==> src/rtl/sbox_pkg.sv <==
// GF(2^4)/GF((2^4)^2) arithmetic, basis-change matrices and AES affine transforms for the S-box pipeline.
// Basis-change matrices are derived at elaboration time from lambda and the AES field polynomial.
package sbox_pkg;

  // x^2 + x + LAMBDA is irreducible over GF(2^4) = GF(2)[w]/(w^4 + w + 1) since Tr(LAMBDA) = 1
  localparam logic [3:0] LAMBDA     = 4'hC;
  localparam logic [7:0] AFF_TAPS   = 8'h1F;
  localparam logic [7:0] AFF_C      = 8'h63;
  localparam logic [7:0] INV_AFF_TAPS = 8'h4A;
  localparam logic [7:0] INV_AFF_C  = 8'h05;

  function automatic logic [3:0] gf4_mul(input logic [3:0] a, input logic [3:0] b);
    logic [3:0] p;
    logic [3:0] aa;
    p  = 4'h0;
    aa = a;
    for (int i = 0; i < 4; i++) begin
      if (b[i]) p ^= aa;
      aa = {aa[2:0], 1'b0} ^ (aa[3] ? 4'h3 : 4'h0);
    end
    return p;
  endfunction

  function automatic logic [3:0] gf4_sq(input logic [3:0] a);
    return gf4_mul(a, a);
  endfunction

  // a^14 == a^-1 in GF(16); maps 0 to 0 for free
  function automatic logic [3:0] gf4_inv(input logic [3:0] a);
    logic [3:0] a2, a4, a8;
    a2 = gf4_sq(a);
    a4 = gf4_sq(a2);
    a8 = gf4_sq(a4);
    return gf4_mul(gf4_mul(a8, a4), a2);
  endfunction

  function automatic logic [7:0] gf8_mul(input logic [7:0] a, input logic [7:0] b);
    logic [7:0] p;
    logic [7:0] aa;
    p  = 8'h00;
    aa = a;
    for (int i = 0; i < 8; i++) begin
      if (b[i]) p ^= aa;
      aa = {aa[6:0], 1'b0} ^ (aa[7] ? 8'h1B : 8'h00);
    end
    return p;
  endfunction

  function automatic logic [7:0] find_g();
    logic [7:0] g;
    logic [7:0] c, c2, c4;
    g = 8'h00;
    for (int i = 2; i < 256; i++) begin
      c  = 8'(i);
      c2 = gf8_mul(c, c);
      c4 = gf8_mul(c2, c2);
      if ((c4 ^ c ^ 8'h01) == 8'h00 && g == 8'h00) g = c;
    end
    return g;
  endfunction

  function automatic logic [7:0] embed(input logic [3:0] a, input logic [7:0] g);
    logic [7:0] e;
    logic [7:0] pw;
    e  = 8'h00;
    pw = 8'h01;
    for (int i = 0; i < 4; i++) begin
      if (a[i]) e ^= pw;
      pw = gf8_mul(pw, g);
    end
    return e;
  endfunction

  function automatic logic [7:0] mat_apply(input logic [63:0] m, input logic [7:0] x);
    logic [7:0] y;
    y = 8'h00;
    for (int k = 0; k < 8; k++)
      if (x[k]) y ^= m[8*k +: 8];
    return y;
  endfunction

  // Columns: lo bit j -> g^j, hi bit j -> beta*g^j, with beta a root of x^2 + x + lambda
  function automatic logic [63:0] build_iso_inv();
    logic [63:0] m;
    logic [7:0]  g, lam, beta, b, e;
    logic [3:0]  u;
    g    = find_g();
    lam  = embed(LAMBDA, g);
    beta = 8'h00;
    for (int i = 2; i < 256; i++) begin
      b = 8'(i);
      if ((gf8_mul(b, b) ^ b ^ lam) == 8'h00 && beta == 8'h00) beta = b;
    end
    m = 64'h0;
    for (int j = 0; j < 4; j++) begin
      u = 4'h1 << j;
      e = embed(u, g);
      m[8*j +: 8]     = e;
      m[8*(j+4) +: 8] = gf8_mul(beta, e);
    end
    return m;
  endfunction

  function automatic logic [63:0] build_iso();
    logic [63:0] inv_m, m;
    logic [7:0]  v, w;
    inv_m = build_iso_inv();
    m     = 64'h0;
    for (int i = 1; i < 256; i++) begin
      v = 8'(i);
      w = mat_apply(inv_m, v);
      for (int k = 0; k < 8; k++)
        if (w == (8'h01 << k)) m[8*k +: 8] = v;
    end
    return m;
  endfunction

  localparam logic [63:0] ISO_INV_M = build_iso_inv();
  localparam logic [63:0] ISO_M     = build_iso();

  function automatic logic [7:0] iso_map(input logic [7:0] x);
    return mat_apply(ISO_M, x);
  endfunction

  function automatic logic [7:0] iso_inv_map(input logic [7:0] x);
    return mat_apply(ISO_INV_M, x);
  endfunction

  // Both affine matrices are circulant: XOR of left-rotations selected by the tap mask
  function automatic logic [7:0] circ(input logic [7:0] x, input logic [7:0] taps);
    logic [7:0] y;
    logic [15:0] xx;
    y  = 8'h00;
    xx = {x, x};
    for (int k = 0; k < 8; k++)
      if (taps[k]) y ^= xx[8-k +: 8];
    return y;
  endfunction

  function automatic logic [7:0] affine(input logic [7:0] x);
    return circ(x, AFF_TAPS) ^ AFF_C;
  endfunction

  function automatic logic [7:0] inv_affine(input logic [7:0] x);
    return circ(x, INV_AFF_TAPS) ^ INV_AFF_C;
  endfunction

endpackage

==> src/rtl/sbox_lane.sv <==
// One byte lane of the 3-stage S-box datapath; all stages advance together on en.
// mode feeds S1 (inverse affine), mode_s2 is the beat's mode as it enters S3 (forward affine).
module sbox_lane
  import sbox_pkg::*;
(
  input  logic       clk,
  input  logic       rst_n,
  input  logic       en,
  input  logic       mode,
  input  logic       mode_s2,
  input  logic [7:0] data,
  output logic [7:0] result
);

  logic [7:0] src, iso;
  logic [3:0] hi, lo;
  logic [3:0] s1_hi, s1_hl, s1_delta;
  logic [3:0] s2_hi, s2_hl, s2_inv;
  logic [7:0] s3_inv;

  assign src    = mode ? inv_affine(data) : data;
  assign iso    = iso_map(src);
  assign hi     = iso[7:4];
  assign lo     = iso[3:0];
  assign s3_inv = iso_inv_map({gf4_mul(s2_hi, s2_inv), gf4_mul(s2_hl, s2_inv)});

  always_ff @(posedge clk or negedge rst_n) begin
    if (!rst_n) begin
      s1_hi    <= '0;
      s1_hl    <= '0;
      s1_delta <= '0;
      s2_hi    <= '0;
      s2_hl    <= '0;
      s2_inv   <= '0;
      result   <= '0;
    end else if (en) begin
      s1_hi    <= hi;
      s1_hl    <= hi ^ lo;
      s1_delta <= gf4_mul(gf4_sq(hi), LAMBDA) ^ gf4_mul(hi ^ lo, lo);
      s2_hi    <= s1_hi;
      s2_hl    <= s1_hl;
      s2_inv   <= gf4_inv(s1_delta);
      result   <= mode_s2 ? s3_inv : affine(s3_inv);
    end
  end

endmodule

==> src/rtl/sbox_pipe.sv <==
// Multi-lane pipelined AES S-box (forward/inverse per beat), 3-cycle latency, one beat per cycle.
// A stalled output freezes every stage; flush drops all in-flight beats on the next edge.
module sbox_pipe
  import sbox_pkg::*;
#(
  parameter int LANES = 4,
  parameter int TAG_W = 4
) (
  input  logic               clk,
  input  logic               rst_n,
  input  logic               in_valid,
  output logic               in_ready,
  input  logic               in_mode,
  input  logic [8*LANES-1:0] in_data,
  input  logic [TAG_W-1:0]   in_tag,
  output logic               out_valid,
  input  logic               out_ready,
  output logic [8*LANES-1:0] out_data,
  output logic [TAG_W-1:0]   out_tag,
  input  logic               flush,
  output logic               busy
);

  logic             advance;
  logic             s1_valid, s2_valid;
  logic             s1_mode, s2_mode;
  logic [TAG_W-1:0] s1_tag, s2_tag;

  assign advance  = !out_valid || out_ready;
  assign in_ready = advance && !flush;
  assign busy     = s1_valid || s2_valid || out_valid;

  always_ff @(posedge clk or negedge rst_n) begin
    if (!rst_n) begin
      s1_valid  <= 1'b0;
      s2_valid  <= 1'b0;
      out_valid <= 1'b0;
      s1_mode   <= 1'b0;
      s2_mode   <= 1'b0;
      s1_tag    <= '0;
      s2_tag    <= '0;
      out_tag   <= '0;
    end else begin
      if (flush) begin
        s1_valid  <= 1'b0;
        s2_valid  <= 1'b0;
        out_valid <= 1'b0;
      end else if (advance) begin
        s1_valid  <= in_valid;
        s2_valid  <= s1_valid;
        out_valid <= s2_valid;
      end
      if (advance) begin
        s1_mode <= in_mode;
        s1_tag  <= in_tag;
        s2_mode <= s1_mode;
        s2_tag  <= s1_tag;
        out_tag <= s2_tag;
      end
    end
  end

  for (genvar i = 0; i < LANES; i++) begin : g_lane
    sbox_lane u_lane (
      .clk     (clk),
      .rst_n   (rst_n),
      .en      (advance),
      .mode    (in_mode),
      .mode_s2 (s2_mode),
      .data    (in_data[8*i +: 8]),
      .result  (out_data[8*i +: 8])
    );
  end

endmodule
==> config.mk <==
export PLATFORM = sky130hd
export DESIGN_NAME = sbox_pipe
export DESIGN_NICKNAME = d
export VERILOG_FILES = /design/src/rtl/sbox_pkg.sv /design/src/rtl/sbox_lane.sv /design/src/rtl/sbox_pipe.sv
export SDC_FILE = /design/constraint.sdc
export NUM_CORES = 1
export LEC_CHECK = 0
export ABC_AREA = 1
export ABC_CLOCK_PERIOD_IN_PS = 8530
export CORE_MARGIN = 2
export CORE_UTILIZATION = 51
export CTS_CLUSTER_SIZE = 30
export DETAILED_ROUTE_END_ITERATION = 16
export DONT_BUFFER_PORTS = 1
export PLACE_DENSITY = 0.66
export SLEW_MARGIN = 20
export SYNTH_ARGS = -nofsm -noshare
export SYNTH_HDL_FRONTEND = slang
export SYNTH_SLANG_ARGS = --single-unit
==> constraint.sdc <==
create_clock -name clk -period 8.53 [get_ports clk]
set_clock_uncertainty 0.1 [all_clocks]
set_input_delay 0.4265 -clock clk [delete_from_list [all_inputs] [get_ports clk]]
set_output_delay 0.4265 -clock clk [all_outputs]
set_load 0.03 [all_outputs]
==> metrics <==
flip-flop and latch count after synthesis=145; WP buf/inv=2; Root Buffer=clkbuf_16; Synth async-reset ratio=100.0%; hold_buf cts=7; synth top area cells=nand2_1 (31%), dfrtp_1 (20%), nand3_1 (11%); share of the synthesized area in the top cell type=roughly a third; gate count after technology mapping=3244; CP max FO=7; Slew Viols, Final=0; critical path's most frequent cell=nand2_1; critical path class=reg2reg; delay-heaviest family, CP=simple AND/OR/NAND/NOR gates; Tcrit/Tclk final=42.62%; share of cells above drive strength 1=7.883%; CTS max path bufs=2; DR vias=18550; outcome=complete, no violations; Die Y=between 150 and 200 um; net count after synthesis=3317; hpwl dp=33490 um; drt first pass iters=5; Port Buffers=0; total wire length=43200 um; CTS tree=yes; Worst Path Arrival=roughly 3.9 ns; Clock Latency Late Sink=0.44 ns; pin count of the biggest net entering global routing=146; post-synthesis cell type count=49; Syn Std Cell Area=18440 sq um; syn_area_per_cell=5.683 sq um; CTS buffer count=17; critical path required time=about 9 ns; yosys warns=0; worst path cell trace=ha_1 > xnor2_1 > nand2_1 > nand2_1 > nand2_1 > nand2_1 > inv_1 > ha_1 > inv_1 > nand3_1 > nand2_1 > o21ai_0 > nand2_1 > nand3_1 > nand2_1 > nand2_1 > nand2_1 > nand2_1 > nand2_1 > nand2_1 > nand2_1 > nand3_1 > nand2_1; most common cell after layout, fill and taps aside=nand2_1; Critical Path Max Stage Delay=0.45 ns; Die W=194.1 um; fillers=between 3000 and 4000; cell taking the most area after synthesis=nand2_1; FMAX=275.1 MHz; Post-synth top flop=dfrtp_1; HP Class=in2reg; postcts setup bufs=0; dpl ws=4.946 ns; Syn-to-layout area delta=5.477%; crit path launch type=register; CTS Sinks=145; row cnt=69; Inst Count DP=3644; Core ar.=35570 sq um; CP Capture Type=register; DRT iter0 DRCs=about 1000; grt ovf=0; H-tree depth=4; PnR worst setup slack=4.895 ns; min cycle time layout=3.635 ns; Initial Util=about half; Total GRT Usage=23.41%; die footprint=between 30000 and 40000 sq um; vias in the first global route=17150; most frequent cells in the layout=nand2_1 (1542), nand3_1 (391), inv_1 (336); first-pass GRT wire length=77070 um; setup TNS=0 ns; Post-synth EDFFs=0; slowest CP cell=dfrtp_1; Seq/Total Area, Yosys=19.68%; CTS clk-pin slew, worst paths=0.06 ns; WHS=0.03181 ns; GPL Wtd Cong=between 0.8 and 0.9; Max-Cap Viols=0; Final ANT Viol Nets=0; initial antenna violation count=1; Final setup violation count=0; PostCTS Resize Cnt=0; final hold vios=0; # DRC=0; Layout Cells excl Fill=3683; Worst-Margin Slew=0.9059 ns; final net count=3282; Via density=5.036; DR WL/cell=11.73 um; # IOs=approximately 80; RSZ-0062 raised after global routing=false; Slew headroom=39.61%; Antenna Cells=0
## registers in the layout, summed over array words and instances (netlist names)
name	flops
s1_tag	4
s2_tag	4
g_lane.u_lane.s2_hi	16
s2_valid	1
g_lane.u_lane.s1_hl	16
out_valid	1
out_tag	4
g_lane.u_lane.s2_hl	16
g_lane.u_lane.s1_hi	16
s2_mode	1
g_lane.u_lane.s1_delta	16
s1_valid	1
s1_mode	1
g_lane.u_lane.s2_inv	16
g_lane.u_lane.result	32
## cell families (layout without fill, tap and decap cells)
group / after synthesis / after routing / synth area share [%]
xor gates and xnor gates: 191 / 191 / 10.85
adders and majority gates: 31 / 31 / 2.104
AOI/OAI and AO/OA: 187 / 187 / 5.911
DFF: 145 / 145 / 19.68
and+or+nand+nor: 2239 / 2239 / 51.65
buffers and inverters: 451 / 429 / 9.800
## synthesized netlist by cell type, types with 4 or more instances
library cell,number
or2_2,5
nand2_4,10
xor2_1,100
nand2_2,91
nand4_1,35
buf_6,5
xnor2_2,10
o21ai_0,102
nand3_1,391
or2_1,10
o211ai_1,9
clkbuf_1,26
a31oi_1,6
o21ai_2,7
ha_1,31
a21oi_1,20
nor2_2,6
o21ai_1,23
inv_1,336
buf_4,14
buf_2,17
xor2_4,4
nor2_1,107
inv_2,48
o21bai_1,8
nand3b_1,29
xnor2_1,58
nand2_1,1542
xor2_2,15
nand3_2,7
dfrtp_1,145
## path summary, 6_finish.rpt
check,start,endpoint,slack [ns],cells past startpoint
max in group asynchronous,rst_n,out_tag[3],7.20,2
hold reg to reg,g_lane[1].u_lane.s1_hl[1],g_lane[1].u_lane.s2_hl[1],0.37,2
setup reg to reg,g_lane[1].u_lane.s1_delta[0],g_lane[1].u_lane.s2_inv[1],4.89,23
setup / recovery,g_lane[1].u_lane.s1_delta[0],g_lane[1].u_lane.s2_inv[1],4.89,23
min in group asynchronous,rst_n,g_lane[2].u_lane.result[1],0.54,2
hold / removal,in_valid,s1_valid,0.03,2
## cell type report
| type | count | area, sq um | area share (%) |
|---|---|---|---|
| Clock inverter | 11 | 200.2 | 1.029 |
| Multi-Input combinational cell | 2648 | 13010 | 66.90 |
| Timing Repair Buffer | 11 | 117.6 | 0.6048 |
| Tap cell | 461 | 576.8 | 2.966 |
| Sequential cell | 145 | 3628 | 18.66 |
| Clock buffer | 21 | 460.4 | 2.368 |
| Inverter | 386 | 1454 | 7.476 |
## per-layer routing
metal / track usage (%) / wire length, um / vias up
li1: - / - / 10040
met1: 32.87 / 22080 / 8199
met2: 39.20 / 19360 / 278
met3: 2.557 / 1401 / 28
met4: 4.181 / 353 / 0
met5: 0 / 0 / -
## metrics by stage
stage               utilization (%)  cell area, sq um
global placement              52.57             18700
detailed placement            52.57             18700
finish                        54.67             19450
floorplan                         -             18440
CTS                           54.67             19450
global route                  54.67             19450
Power is not shown: default switching activity piles up to over one toggle a cycle in this logic, so the estimate is an artifact.
